`src/rtl/pc_call_stack.sv`:
```
// Program counter with PC-relative branching and a DEPTH-entry return-address
// stack for subroutine call/return, plus sticky stack-error flags.
module pc_call_stack #(
    parameter  int AW    = 12,
    parameter  int DEPTH = 4,
    localparam int SPW   = $clog2(DEPTH + 1)
) (
    input  logic          clk,
    input  logic          reset,
    input  logic          enable,
    input  logic          load,
    input  logic          call,
    input  logic          ret,
    input  logic          branch,
    input  logic [AW-1:0] load_addr,
    input  logic [AW-1:0] offset,
    input  logic          clear_err,
    output logic [AW-1:0] pc,
    output logic [SPW-1:0] sp,
    output logic          full,
    output logic          empty,
    output logic          overflow,
    output logic          underflow
);

    logic [AW-1:0]  pc_r;
    logic [SPW-1:0] sp_r;
    logic           overflow_r;
    logic           underflow_r;
    logic [AW-1:0]  stack_r [DEPTH];

    logic [AW-1:0]  pc_nxt_s;
    logic [SPW-1:0] sp_nxt_s;
    logic           push_s;
    logic           ovf_set_s;
    logic           unf_set_s;
    logic [AW-1:0]  top_s;
    logic           full_s;
    logic           empty_s;

    assign full_s  = (sp_r == SPW'(DEPTH));
    assign empty_s = (sp_r == {SPW{1'b0}});

    // Top-of-stack read: entry sp-1, selected by compare to keep index widths exact.
    always_comb begin
        top_s = {AW{1'b0}};
        for (int i = 0; i < DEPTH; i++) begin
            if (sp_r == SPW'(i + 1)) begin
                top_s = stack_r[i];
            end else begin
                top_s = top_s;
            end
        end
    end

    // Command decode in priority order: load > call > ret > branch > enable.
    always_comb begin
        pc_nxt_s  = pc_r;
        sp_nxt_s  = sp_r;
        push_s    = 1'b0;
        ovf_set_s = 1'b0;
        unf_set_s = 1'b0;
        if (load) begin
            pc_nxt_s = load_addr;
        end else if (call) begin
            if (full_s) begin
                ovf_set_s = 1'b1;
            end else begin
                push_s   = 1'b1;
                sp_nxt_s = sp_r + SPW'(1);
                pc_nxt_s = load_addr;
            end
        end else if (ret) begin
            if (empty_s) begin
                unf_set_s = 1'b1;
            end else begin
                pc_nxt_s = top_s;
                sp_nxt_s = sp_r - SPW'(1);
            end
        end else if (branch) begin
            pc_nxt_s = pc_r + offset;
        end else if (enable) begin
            pc_nxt_s = pc_r + AW'(1);
        end else begin
            pc_nxt_s = pc_r;
        end
    end

    // Architectural state; a flag set in the same cycle as clear_err wins.
    always_ff @(posedge clk or negedge reset) begin
        if (!reset) begin
            pc_r        <= {AW{1'b0}};
            sp_r        <= {SPW{1'b0}};
            overflow_r  <= 1'b0;
            underflow_r <= 1'b0;
        end else begin
            pc_r        <= pc_nxt_s;
            sp_r        <= sp_nxt_s;
            overflow_r  <= ovf_set_s | (overflow_r & ~clear_err);
            underflow_r <= unf_set_s | (underflow_r & ~clear_err);
        end
    end

    // Return-address storage; contents are only meaningful below sp.
    always_ff @(posedge clk or negedge reset) begin
        if (!reset) begin
            for (int i = 0; i < DEPTH; i++) begin
                stack_r[i] <= {AW{1'b0}};
            end
        end else begin
            for (int i = 0; i < DEPTH; i++) begin
                if (push_s && (sp_r == SPW'(i))) begin
                    stack_r[i] <= pc_r + AW'(1);
                end else begin
                    stack_r[i] <= stack_r[i];
                end
            end
        end
    end

    assign pc        = pc_r;
    assign sp        = sp_r;
    assign full      = full_s;
    assign empty     = empty_s;
    assign overflow  = overflow_r;
    assign underflow = underflow_r;

endmodule

```
`config.mk`:
```
export PLATFORM = sky130hd
export DESIGN_NAME = pc_call_stack
export DESIGN_NICKNAME = d
export VERILOG_FILES = /design/src/rtl/pc_call_stack.sv
export SDC_FILE = /design/constraint.sdc
export NUM_CORES = 1
export LEC_CHECK = 0
export BUFFER_PORTS_ARGS = -buffer_cell sky130_fd_sc_hd__buf_4
export CORE_MARGIN = 2
export CORE_UTILIZATION = 25
export CTS_CLUSTER_DIAMETER = 30
export DETAILED_ROUTE_END_ITERATION = 8
export SLEW_MARGIN = 25
export SYNTH_ARGS = -nofsm -noshare
export SYNTH_HDL_FRONTEND = slang
export SYNTH_SLANG_ARGS = --single-unit
```
`constraint.sdc`:
```
create_clock -name clk -period 6.5 [get_ports clk]
set_input_delay 1.3 -clock clk [delete_from_list [all_inputs] [get_ports clk]]
set_output_delay 1.3 -clock clk [all_outputs]
set_load 0.02 [all_outputs]
```
## Yosys cells after proc, flatten, opt, wreduce, memory -nomap -nowiden

Index checks and enable logic that the tools add are counted.

- Input bits: 32
- Register bits after elaboration: 65
- Output and inout bits: 19
- Latch bits: 0
- Memory bits (writable): 0
- Word-level logic and storage cells: 60
- Bits in read-only memories: 0
- Memories: 0

- Mux-type cells: 25
- $lt $le $gt $ge: 0
- Equality and inequality tests: 8
- $mul: 0
- Add/sub/neg operators: 4
- Reductions and logical operators: 9
- Shift operators: 0
- Bitwise gates (word level): 6
- Divide/modulo/power cells: 0

Operator list:

| kind | count |
|---|---|
| 12-bit 2-to-1 mux | 11 |
| 12-bit by 1-bit adder with 12-bit output (second input constant) | 1 |
| 12-bit adder | 1 |
| 3-bit 2-to-1 mux | 4 |
| 1-bit 2-to-1 mux | 10 |
| 3-bit by 2-bit equality test with 1-bit output (second input constant) | 2 |
| 5-bit nonzero test | 1 |
| 1-bit logical AND | 4 |
| 2-bit != test (second input constant) | 2 |
| 4-bit != test (second input constant) | 1 |
| 4-bit AND reduction | 1 |
| 3-bit by 1-bit adder with 3-bit output (second input constant) | 1 |
| 3-bit by 1-bit equality test with 1-bit output (second input constant) | 1 |
| 3-bit equality test (second input constant) | 1 |
| 3-bit logical NOT | 1 |
| 3-bit != test (second input constant) | 1 |
| 3-bit AND reduction | 1 |
| 3-bit by 1-bit subtractor with 3-bit output (second input constant) | 1 |
| 1-bit bitwise AND | 2 |
| 1-bit NOT | 2 |
| 1-bit OR | 2 |
| 2-bit nonzero test | 1 |

## Longest topological paths before layout

Gate-level depths: netlist of the first run.

- Depth in word-level cells: 9
- Depth in mapped cells: 9
- Mapped depth without buffers: 9

## Least setup slack after synthesis of the first run

No wires, ideal clock.

- Path kind: input -> register
- Start: input port offset[0]
- End: register pc_r[8], in the netlist pc[8]
- Library setup time: 141 ps
- Buffers on the path: 0
- Arrival time: 2,850 ps
- Data required time: 6,359 ps
- Stages: 9
- Slack: 3,509 ps
- Path through: ha_1 > inv_1 > fa_1 > nor2b_1 > o31a_1 > o211a_1 > or3_1 > a31oi_1 > a31oi_1

- Longest elaborated chain between the ends: 5

RTL lines:

| element | line | source |
|---|---|---|
| start, declared | 16 | `input logic [AW-1:0] offset,` |
| 12-bit adder | 81 | `pc_nxt_s = pc_r + offset;` |
| 12-bit 2-to-1 mux | 80 | `end else if (branch) begin` |
| 12-bit 2-to-1 mux | 73 | `end else if (ret) begin` |
| 12-bit 2-to-1 mux | 65 | `end else if (call) begin` |
| 12-bit 2-to-1 mux | 63 | `if (load) begin` |
| end signal, assigned | 92 | `pc_r <= {AW{1'b0}};` |
| end signal, assigned | 97 | `pc_r <= pc_nxt_s;` |
| end, declared | 26 | `logic [AW-1:0] pc_r;` |

No other way between the ends.
A chain may end at the register's enable or synchronous reset.

## Worst setup path in the final report of the first run

- Start: register sp_r[1], in the netlist sp[1]
- End: output port full

- Longest elaborated chain between the ends: 1

RTL lines:

| element | line | source |
|---|---|---|
| start, declared | 27 | `logic [SPW-1:0] sp_r;` |
| start signal, assigned | 93 | `sp_r <= {SPW{1'b0}};` |
| start signal, assigned | 98 | `sp_r <= sp_nxt_s;` |
| 3-bit equality test | 41 | `assign full_s = (sp_r == SPW'(DEPTH));` |
| end, declared | 20 | `output logic full,` |

No other way between the ends.

==> flow_metrics.env, run 1 <==
export IMPL_placed_area_sq_mm=0.00450
export IMPL_grt_max_degree=66
export IMPL_syn_area_per_cell_sq_um=8.62
export IMPL_final_area_sq_mm=0.00481
export IMPL_power_density_mw_per_mm2=424
export IMPL_remaining_drc_errors=0
export IMPL_maxSlewViolCount=0
export IMPL_io_pins=51
export IMPL_min_from="stack_r[19]$_DFFE_PN0P_"
export IMPL_ys_top_cells_by_area="dfrtp_1 41%, o21ai_0 6.5%, ha_1 5.7%"
export IMPL_regToRegSetupSlack_ns=3.43
export IMPL_first_iter_violations=435
export IMPL_hold_violations=0
export IMPL_dr_pass1_iters=5
export IMPL_path_max_fanout=17
export IMPL_leakagePower_nw=2.06
export IMPL_setup_violations=0
export IMPL_cts_hold_buf=0
export IMPL_vias=3660
export IMPL_cts_tree="yes"
export IMPL_drive_above_1_share_pct=14.5
export IMPL_antenna_found_initial=0
export IMPL_syn_inst=459
export IMPL_yosysSeqAreaShare_pct=41.1
export IMPL_syn_num_nets=510
export IMPL_setup_worst_path_start="sp[1]$_DFFE_PN0P_"
export IMPL_nets=548
export IMPL_ys_ff_latch=65
export IMPL_grt_pass1_vias=3606
export IMPL_ys_flop_type="dfrtp_1"
export IMPL_fin_util_pct=31.4
export IMPL_synth_top_cell_area_share_pct=41.1
export IMPL_arrival_ns=2.01
export IMPL_period_share_pct=50.9
export IMPL_syn_to_final_growth_pct=21.5
export IMPL_ys_warn_count=0
export IMPL_dp_hpwl_um=8270
export IMPL_wl_per_cell_um=16.1
export IMPL_postCtsResizedCells=0
export IMPL_postRouteAntennaNets=0
export IMPL_fin_ws_ns=3.19
export IMPL_gr_total_overflow=0
export IMPL_grt_pass1_wl_um=18800
export IMPL_finClkSkew_ns=0.00958
export IMPL_gp_congestion=0.826
export IMPL_wl_um=11500
export IMPL_tns_ns=0
export IMPL_worst_pin_slew_ns=0.983
export IMPL_rsz0062_at_grt="false"
export IMPL_syn_area_sq_mm=0.00396
export IMPL_start_util_pct=25.8
export IMPL_rows=45
export IMPL_cts_setup_buffers=0
export IMPL_status="complete, no violations"
export IMPL_yosys_area_top_type="dfrtp_1"
export IMPL_ys_types=61
export IMPL_crit_path_end_kind="primary output"
export IMPL_ir_drop_mv=0.141
export IMPL_insertion_delay_ns=0.33
export IMPL_synth_most_common_cell="dfrtp_1"
export IMPL_reg2reg_to="pc[7]$_DFFE_PN0P_"
export IMPL_crit_end="full"
export IMPL_min_path_type="flop to flop"
export IMPL_drv_cap=0
export IMPL_crit_type="flop to primary output"
export IMPL_port_buffers=50
export IMPL_htreeDepth=3
export IMPL_cts_buffers=9
export IMPL_async_flop_share_pct=100
export IMPL_clk_pin_slew_ns=0.05
export IMPL_synth_common_cells="65 x dfrtp_1, 60 x nand2_1, 51 x o21ai_0"
export IMPL_grt_usage_pct=14.3
export IMPL_clockBufferDepth=2
export IMPL_timing_rr_start="sp[0]$_DFFE_PN0P_"
export IMPL_cts_sinks=65
export IMPL_die_area_sq_mm=0.0168
export IMPL_power_mw=2.04
export IMPL_pre_cts_ws_ns=3.18
export IMPL_startpoint_type="flop"
export IMPL_fp_dieH_um=130
export IMPL_max_freq_ghz=0.302
export IMPL_synth_edff_count=0
export IMPL_post_route_min_period_ns=3.31
export IMPL_die_w_um=130
export IMPL_max_slew_margin_rel_pct=34.3
export IMPL_clockRootBuffer="clkbuf_16"
export IMPL_diodes=0
export IMPL_via_per_inst=5.13
export IMPL_reg2reg_depth=8
export IMPL_crit_required_ns=5.20
export IMPL_core_area_sq_mm=0.0153
worst max-delay path: stages (launching register included):
cell and delay, ns:
dfrtp_1 0.44, inv_1 0.15, ha_1 0.32, nand2_1 0.20, inv_2 0.35, buf_4 0.21
metal layers:
metal / part of all wire (%) / vias up / GRT usage [%]
met5: 0 / - / 0
met4: 2.4 / 0 / 6.07
met3: 7.4 / 19 / 2.99
met2: 45 / 150 / 22.0
met1: 46 / 1744 / 19.6
li1: - / 1747 / -
cells in the final DEF, fill, tap and decap left out, types with 4 or more instances in the layout:
cell,count
a211oi_1,5
a21o_1,4
a21oi_1,29
a221oi_1,14
a22o_1,5
a22oi_1,6
a31oi_1,9
buf_4,52
clkbuf_16,9
dfrtp_1,65
ha_1,18
inv_1,17
nand2_1,60
nand2b_1,4
nand3_1,6
nor2_1,43
nor3_1,7
o211ai_1,4
o21ai_0,51
o21ai_1,8
o22ai_1,5
o311ai_0,4
o31ai_1,4
or3_1,4
xnor2_1,12
through the flow:
step	instances	hold slack, ns
detailed placement	697	0.471
CTS	713	0.482
floorplan	459	0.441
global route	713	0.497
global placement	697	0.455
finish	713	0.479
power breakdown:
group,internal [mW],switching (mW)
Clock,0.328,0.172
Combinational,0.326,0.493
Sequential,0.575,0.144
cells by family after synthesis:
logic type	Yosys count	synth area share, %
flip-flops	65	41.1
multiplexers	4	1.04
buffers and inverters	44	4.62
adder cells (fa/ha/maj)	19	6.20
XOR/XNOR	14	3.10
AO/OA/AOI/OAI	166	27.0
AND/OR/NAND/NOR	147	16.9
worst min-delay path by stage:
stage	to	slack, ns	depth (start not counted)
after floorplan	stack_r[23]$_DFFE_PN0P_	0.44	2
after global placement	stack_r[23]$_DFFE_PN0P_	0.46	2
after detailed placement	stack_r[5]$_DFFE_PN0P_	0.47	2
after CTS	stack_r[5]$_DFFE_PN0P_	0.48	2
after global routing	stack_r[8]$_DFFE_PN0P_	0.50	2
final	stack_r[19]$_DFFE_PN0P_	0.48	2
flip-flops by register name (all words and copies together), names as in the netlist:
| register | cells |
|---|---|
| overflow | 1 |
| pc | 12 |
| sp | 3 |
| stack_r | 48 |
| underflow | 1 |
area by class of cell:
cell class,instances,area [sq um]
tap,211,264
timing repair buffer,52,390
fill,1635,10500
multi-input combinational,350,2150
clock inverter,2,35.0
inverter,19,71.3
sequential,65,1630
clock buffer,14,274
Power figures use the tool's default switching activity.
==> inputs of run 2 (changes only) <==
==> constraint.sdc (replaced) <==
create_clock -name clk -period 3 [get_ports clk]
set_input_delay 0.6 -clock clk [delete_from_list [all_inputs] [get_ports clk]]
set_output_delay 0.6 -clock clk [all_outputs]
set_load 0.02 [all_outputs]
==> flow_metrics.env, run 2 (synthesis results as in run 1) <==
export IMPL_power_mw=4.47
export IMPL_crit_chain="inv_1, ha_1, nand2_1, inv_2, buf_4"
export IMPL_max_slew_margin_rel_pct=42.8
export IMPL_wl_per_cell_um=16.5
export IMPL_regMostFlops="stack_r"
export IMPL_core_area_sq_mm=0.0153
export IMPL_rsz0062_at_grt="false"
export IMPL_crit_required_ns=2.40
export IMPL_wl_um=11900
export IMPL_diodes=0
export IMPL_arrival_ns=2.02
export IMPL_cp_num_buf_inv=3
export IMPL_cts_hold_buf=0
export IMPL_cts_setup_buffers=0
export IMPL_status="complete, no violations"
export IMPL_placed_area_sq_mm=0.00456
export IMPL_rows=45
export IMPL_gp_congestion=0.797
export IMPL_cts_sinks=65
export IMPL_post_route_min_period_ns=2.62
export IMPL_final_cell_mix="65 x dfrtp_1, 60 x nand2_1, 60 x buf_4"
export IMPL_path_max_fanout=17
export IMPL_ir_drop_mv=0.410
export IMPL_vias=3760
export IMPL_power_frac_seq_pct=34.3
export IMPL_insertion_delay_ns=0.34
export IMPL_cts_buffers=9
export IMPL_clockRootBuffer="clkbuf_16"
export IMPL_die_w_um=130
export IMPL_final_common_cell="dfrtp_1"
export IMPL_slowest_delay_ns=0.44
export IMPL_max_freq_ghz=0.382
export IMPL_min_path_type="input pin to async pin"
export IMPL_grt_pass1_wl_um=18500
export IMPL_crit_type="flop to primary output"
export IMPL_worst_pin_slew_ns=0.858
export IMPL_remaining_drc_errors=0
export IMPL_leakagePower_nw=2.10
export IMPL_fin_cells=721
export IMPL_cts_tree="yes"
export IMPL_whs_ns=0.366
export IMPL_port_buffers=50
export IMPL_dr_pass1_iters=5
export IMPL_start_util_pct=25.8
export IMPL_clkPwrFrac_pct=24.2
export IMPL_placedCellCount=705
export IMPL_final_area_sq_mm=0.00487
export IMPL_postRouteAntennaNets=0
export IMPL_startpoint_type="flop"
export IMPL_antenna_found_initial=0
export IMPL_grt_pass1_vias=3582
export IMPL_hold_violations=0
export IMPL_power_density_mw_per_mm2=919
export IMPL_fp_dieH_um=130
export IMPL_setup_violations=0
export IMPL_maxSlewViolCount=0
export IMPL_grt_usage_pct=14.3
export IMPL_tns_ns=0
export IMPL_gr_total_overflow=0
export IMPL_crit_path_end_kind="primary output"
export IMPL_period_share_pct=87.3
export IMPL_crit_family="buffers and inverters"
export IMPL_largest_reg_flops=48
export IMPL_via_per_inst=5.21
export IMPL_pre_cts_ws_ns=0.422
export IMPL_htreeDepth=3
export IMPL_slowest_stage="dfrtp_1"
export IMPL_nets=556
export IMPL_drive_above_1_share_pct=15.9
export IMPL_switching_share_pct=39.7
export IMPL_combPwrFrac_pct=41.6
export IMPL_syn_to_final_growth_pct=23.1
export IMPL_postCtsResizedCells=0
export IMPL_grt_max_degree=66
export IMPL_switching_power_mw=1.77
export IMPL_clockBufferDepth=2
export IMPL_finClkSkew_ns=0.00551
export IMPL_fin_ws_ns=0.380
export IMPL_fin_util_pct=31.8
export IMPL_p_int_mw=2.70
export IMPL_dp_hpwl_um=8680
export IMPL_first_iter_violations=330
export IMPL_io_pins=51
export IMPL_die_area_sq_mm=0.0168
export IMPL_clk_pin_slew_ns=0.05
export IMPL_drv_cap=0
## run 2: cell types whose count changed in the layout (fill, tap and decap cells not counted)
cell   change
buf_4      +8
## run 2: power groups by stage
stage | clock network, mW | logic [mW] | registers (mW)
floorplan | 0 | 1.19 | 1.54
global placement | 0 | 1.81 | 1.52
detailed placement | 0 | 1.84 | 1.54
CTS | 1.10 | 1.86 | 1.53
global route | 1.14 | 2.08 | 1.58
finish | 1.08 | 1.86 | 1.53
## run 2: path summary, 6_finish.rpt
path	start	endpoint	slack, ns	cells past startpoint
min in group clk	clear_err	overflow$_DFF_PN0_	0.47	2
hold / removal	reset	sp[0]$_DFFE_PN0P_	0.37	1
setup / recovery	sp[1]$_DFFE_PN0P_	full	0.38	5
hold reg to reg	stack_r[9]$_DFFE_PN0P_	stack_r[9]$_DFFE_PN0P_	0.48	2
setup reg to reg	sp[1]$_DFFE_PN0P_	pc[2]$_DFFE_PN0P_	0.44	8
max in group asynchronous	reset	pc[5]$_DFFE_PN0P_	2.06	1
## run 2: routing by layer
metal / track usage, % / vias up / part of all wire (%)
li1: - / 1774 / -
met1: 19.0 / 1864 / 47
met2: 22.7 / 112 / 47
met3: 3.20 / 10 / 4.4
met4: 5.31 / 0 / 1.2
met5: 0 / - / 0
## run 2: layout make-up
cell class / count / area (sq um)
Clock buffer: 14 / 274
Sequential cell: 65 / 1630
Clock inverter: 2 / 35.0
Inverter: 19 / 71.3
Fill cell: 1649 / 10400
Multi-Input combinational cell: 350 / 2150
Tap cell: 211 / 264
Timing Repair Buffer: 60 / 450
==> inputs of run 3 (changes only) <==
==> constraint.sdc (replaced) <==
create_clock -name clk -period 3 [get_ports clk]
set_input_delay 0.6 -clock clk [delete_from_list [all_inputs] [get_ports clk]]
set_output_delay 0.6 -clock clk [all_outputs]
set_load 0.05 [all_outputs]
==> flow_metrics.env, run 3 (synthesis results as in run 1) <==
export IMPL_p_int_mw=2.60
export IMPL_fp_dieH_um=130
export IMPL_crit_path_end_kind="primary output"
export IMPL_rows=45
export IMPL_switching_share_pct=42.5
export IMPL_start_util_pct=25.8
export IMPL_switching_power_mw=1.92
export IMPL_drive_above_1_share_pct=15.9
export IMPL_clkPwrFrac_pct=21.4
export IMPL_wl_per_cell_um=16.0
export IMPL_regArea_sq_mm=0.00163
export IMPL_clockBufferDepth=2
export IMPL_grt_pass1_wl_um=18900
export IMPL_grt_max_degree=66
export IMPL_arrival_ns=2.05
export IMPL_tns_ns=0
export IMPL_setup_violations=0
export IMPL_period_share_pct=88.4
export IMPL_worst_pin_slew_ns=0.822
export IMPL_io_pins=51
export IMPL_whs_ns=0.357
export IMPL_slowest_stage="dfrtp_1"
export IMPL_wl_um=11600
export IMPL_crit_required_ns=2.40
export IMPL_max_freq_ghz=0.377
export IMPL_gr_total_overflow=0
export IMPL_port_buffers=50
export IMPL_cts_sinks=65
export IMPL_pre_cts_ws_ns=0.411
export IMPL_ir_drop_mv=0.381
export IMPL_regMostFlops="stack_r"
export IMPL_antenna_found_initial=0
export IMPL_grt_usage_pct=14.5
export IMPL_cts_buffers=9
export IMPL_hold_violations=0
export IMPL_multi_input_area_sq_mm=0.00215
export IMPL_fin_ws_ns=0.348
export IMPL_final_common_cell="dfrtp_1"
export IMPL_crit_type="flop to primary output"
export IMPL_via_per_inst=5.12
export IMPL_post_route_min_period_ns=2.65
export IMPL_die_area_sq_mm=0.0168
export IMPL_die_w_um=130
export IMPL_clk_pin_slew_ns=0.05
export IMPL_dr_pass1_iters=5
export IMPL_maxSlewViolCount=0
export IMPL_postCtsResizedCells=0
export IMPL_crit_chain="inv_1, ha_1, nand2_1, inv_2, buf_4"
export IMPL_insertion_delay_ns=0.33
export IMPL_nFillCells=1648
export IMPL_power_density_mw_per_mm2=935
export IMPL_postRouteAntennaNets=0
export IMPL_max_slew_margin_rel_pct=45.2
export IMPL_cts_tree="yes"
export IMPL_startpoint_type="flop"
export IMPL_clockRootBuffer="clkbuf_16"
export IMPL_syn_to_final_growth_pct=22.4
export IMPL_cp_num_buf_inv=3
export IMPL_vias=3695
export IMPL_drv_cap=0
export IMPL_final_cell_mix="65 x dfrtp_1, 61 x buf_4, 60 x nand2_1"
export IMPL_grt_pass1_vias=3642
export IMPL_first_iter_violations=351
export IMPL_leakagePower_nw=2.09
export IMPL_rsz0062_at_grt="false"
export IMPL_path_max_fanout=17
export IMPL_htreeDepth=3
export IMPL_gp_congestion=0.807
export IMPL_min_path_type="input pin to async pin"
export IMPL_combPwrFrac_pct=44.8
export IMPL_cts_setup_buffers=0
export IMPL_slowest_delay_ns=0.44
export IMPL_cts_hold_buf=0
export IMPL_power_frac_seq_pct=33.8
export IMPL_power_mw=4.53
export IMPL_status="complete, no violations"
export IMPL_crit_family="buffers and inverters"
export IMPL_remaining_drc_errors=0
export IMPL_largest_reg_flops=48
export IMPL_diodes=0
export IMPL_finClkSkew_ns=0.00465
export IMPL_dp_hpwl_um=8610
export IMPL_nets=557
export IMPL_core_area_sq_mm=0.0153
[run 3: cell count changes in the layout (fill, tap and decap cells not counted), sizes merged]
cell / change
buf: +1
bufinv: -1
clkinvlp: +1
[run 3: layout make-up]
cell class	count	share of cell area [%]
Sequential cell	65	33.6
Clock buffer	14	5.45
Clock inverter	2	0.258
Multi-Input combinational cell	350	44.3
Timing Repair Buffer	61	9.45
Tap cell	211	5.45
Inverter	19	1.47
[run 3: path summary, 6_finish.rpt]
kind / startpoint / end / slack, ns / depth (start not counted)
min in group clk: clear_err / overflow$_DFF_PN0_ / 0.46 / 2
setup / recovery: sp[1]$_DFFE_PN0P_ / full / 0.35 / 5
max in group asynchronous: reset / stack_r[15]$_DFFE_PN0P_ / 2.10 / 1
setup reg to reg: sp[0]$_DFFE_PN0P_ / pc[9]$_DFFE_PN0P_ / 0.45 / 9
hold / removal: reset / overflow$_DFF_PN0_ / 0.36 / 1
hold reg to reg: stack_r[7]$_DFFE_PN0P_ / stack_r[7]$_DFFE_PN0P_ / 0.47 / 2
[run 3: worst reg2reg max path, cell delays in order, from the launching register on]
cell and delay (ns):
dfrtp_1 0.43, inv_1 0.13, ha_1 0.51, nor2b_1 0.16
buf_4 0.18, a22o_1 0.17, a221oi_1 0.39, o221ai_1 0.19
a31oi_1 0.17, o31ai_1 0.09
[run 3: layer usage]
layer	up-vias	global-route usage, %	routed length, um
li1	1777	-	-
met1	1789	19.9	5220
met5	-	0	0
met2	119	22.6	5490
met4	0	4.55	163
met3	10	3.32	676
[run 3: power by group through the flow]
| stage | logic [mW] | clock network, mW | registers [mW] |
|---|---|---|---|
| detailed placement | 2.03 | 0 | 1.54 |
| finish | 2.03 | 0.968 | 1.53 |
| global route | 2.28 | 1.03 | 1.58 |
| floorplan | 1.22 | 0 | 1.68 |
| global placement | 1.99 | 0 | 1.52 |
| CTS | 2.04 | 0.990 | 1.53 |
[run 3: metrics by stage]
step | std cells | cell area (sq um) | util [%]
floorplan | 459 | 3960 | -
global placement | 706 | 4570 | 29.8
detailed placement | 706 | 4570 | 29.8
CTS | 722 | 4840 | 31.6
global route | 722 | 4840 | 31.6
finish | 722 | 4840 | 31.6
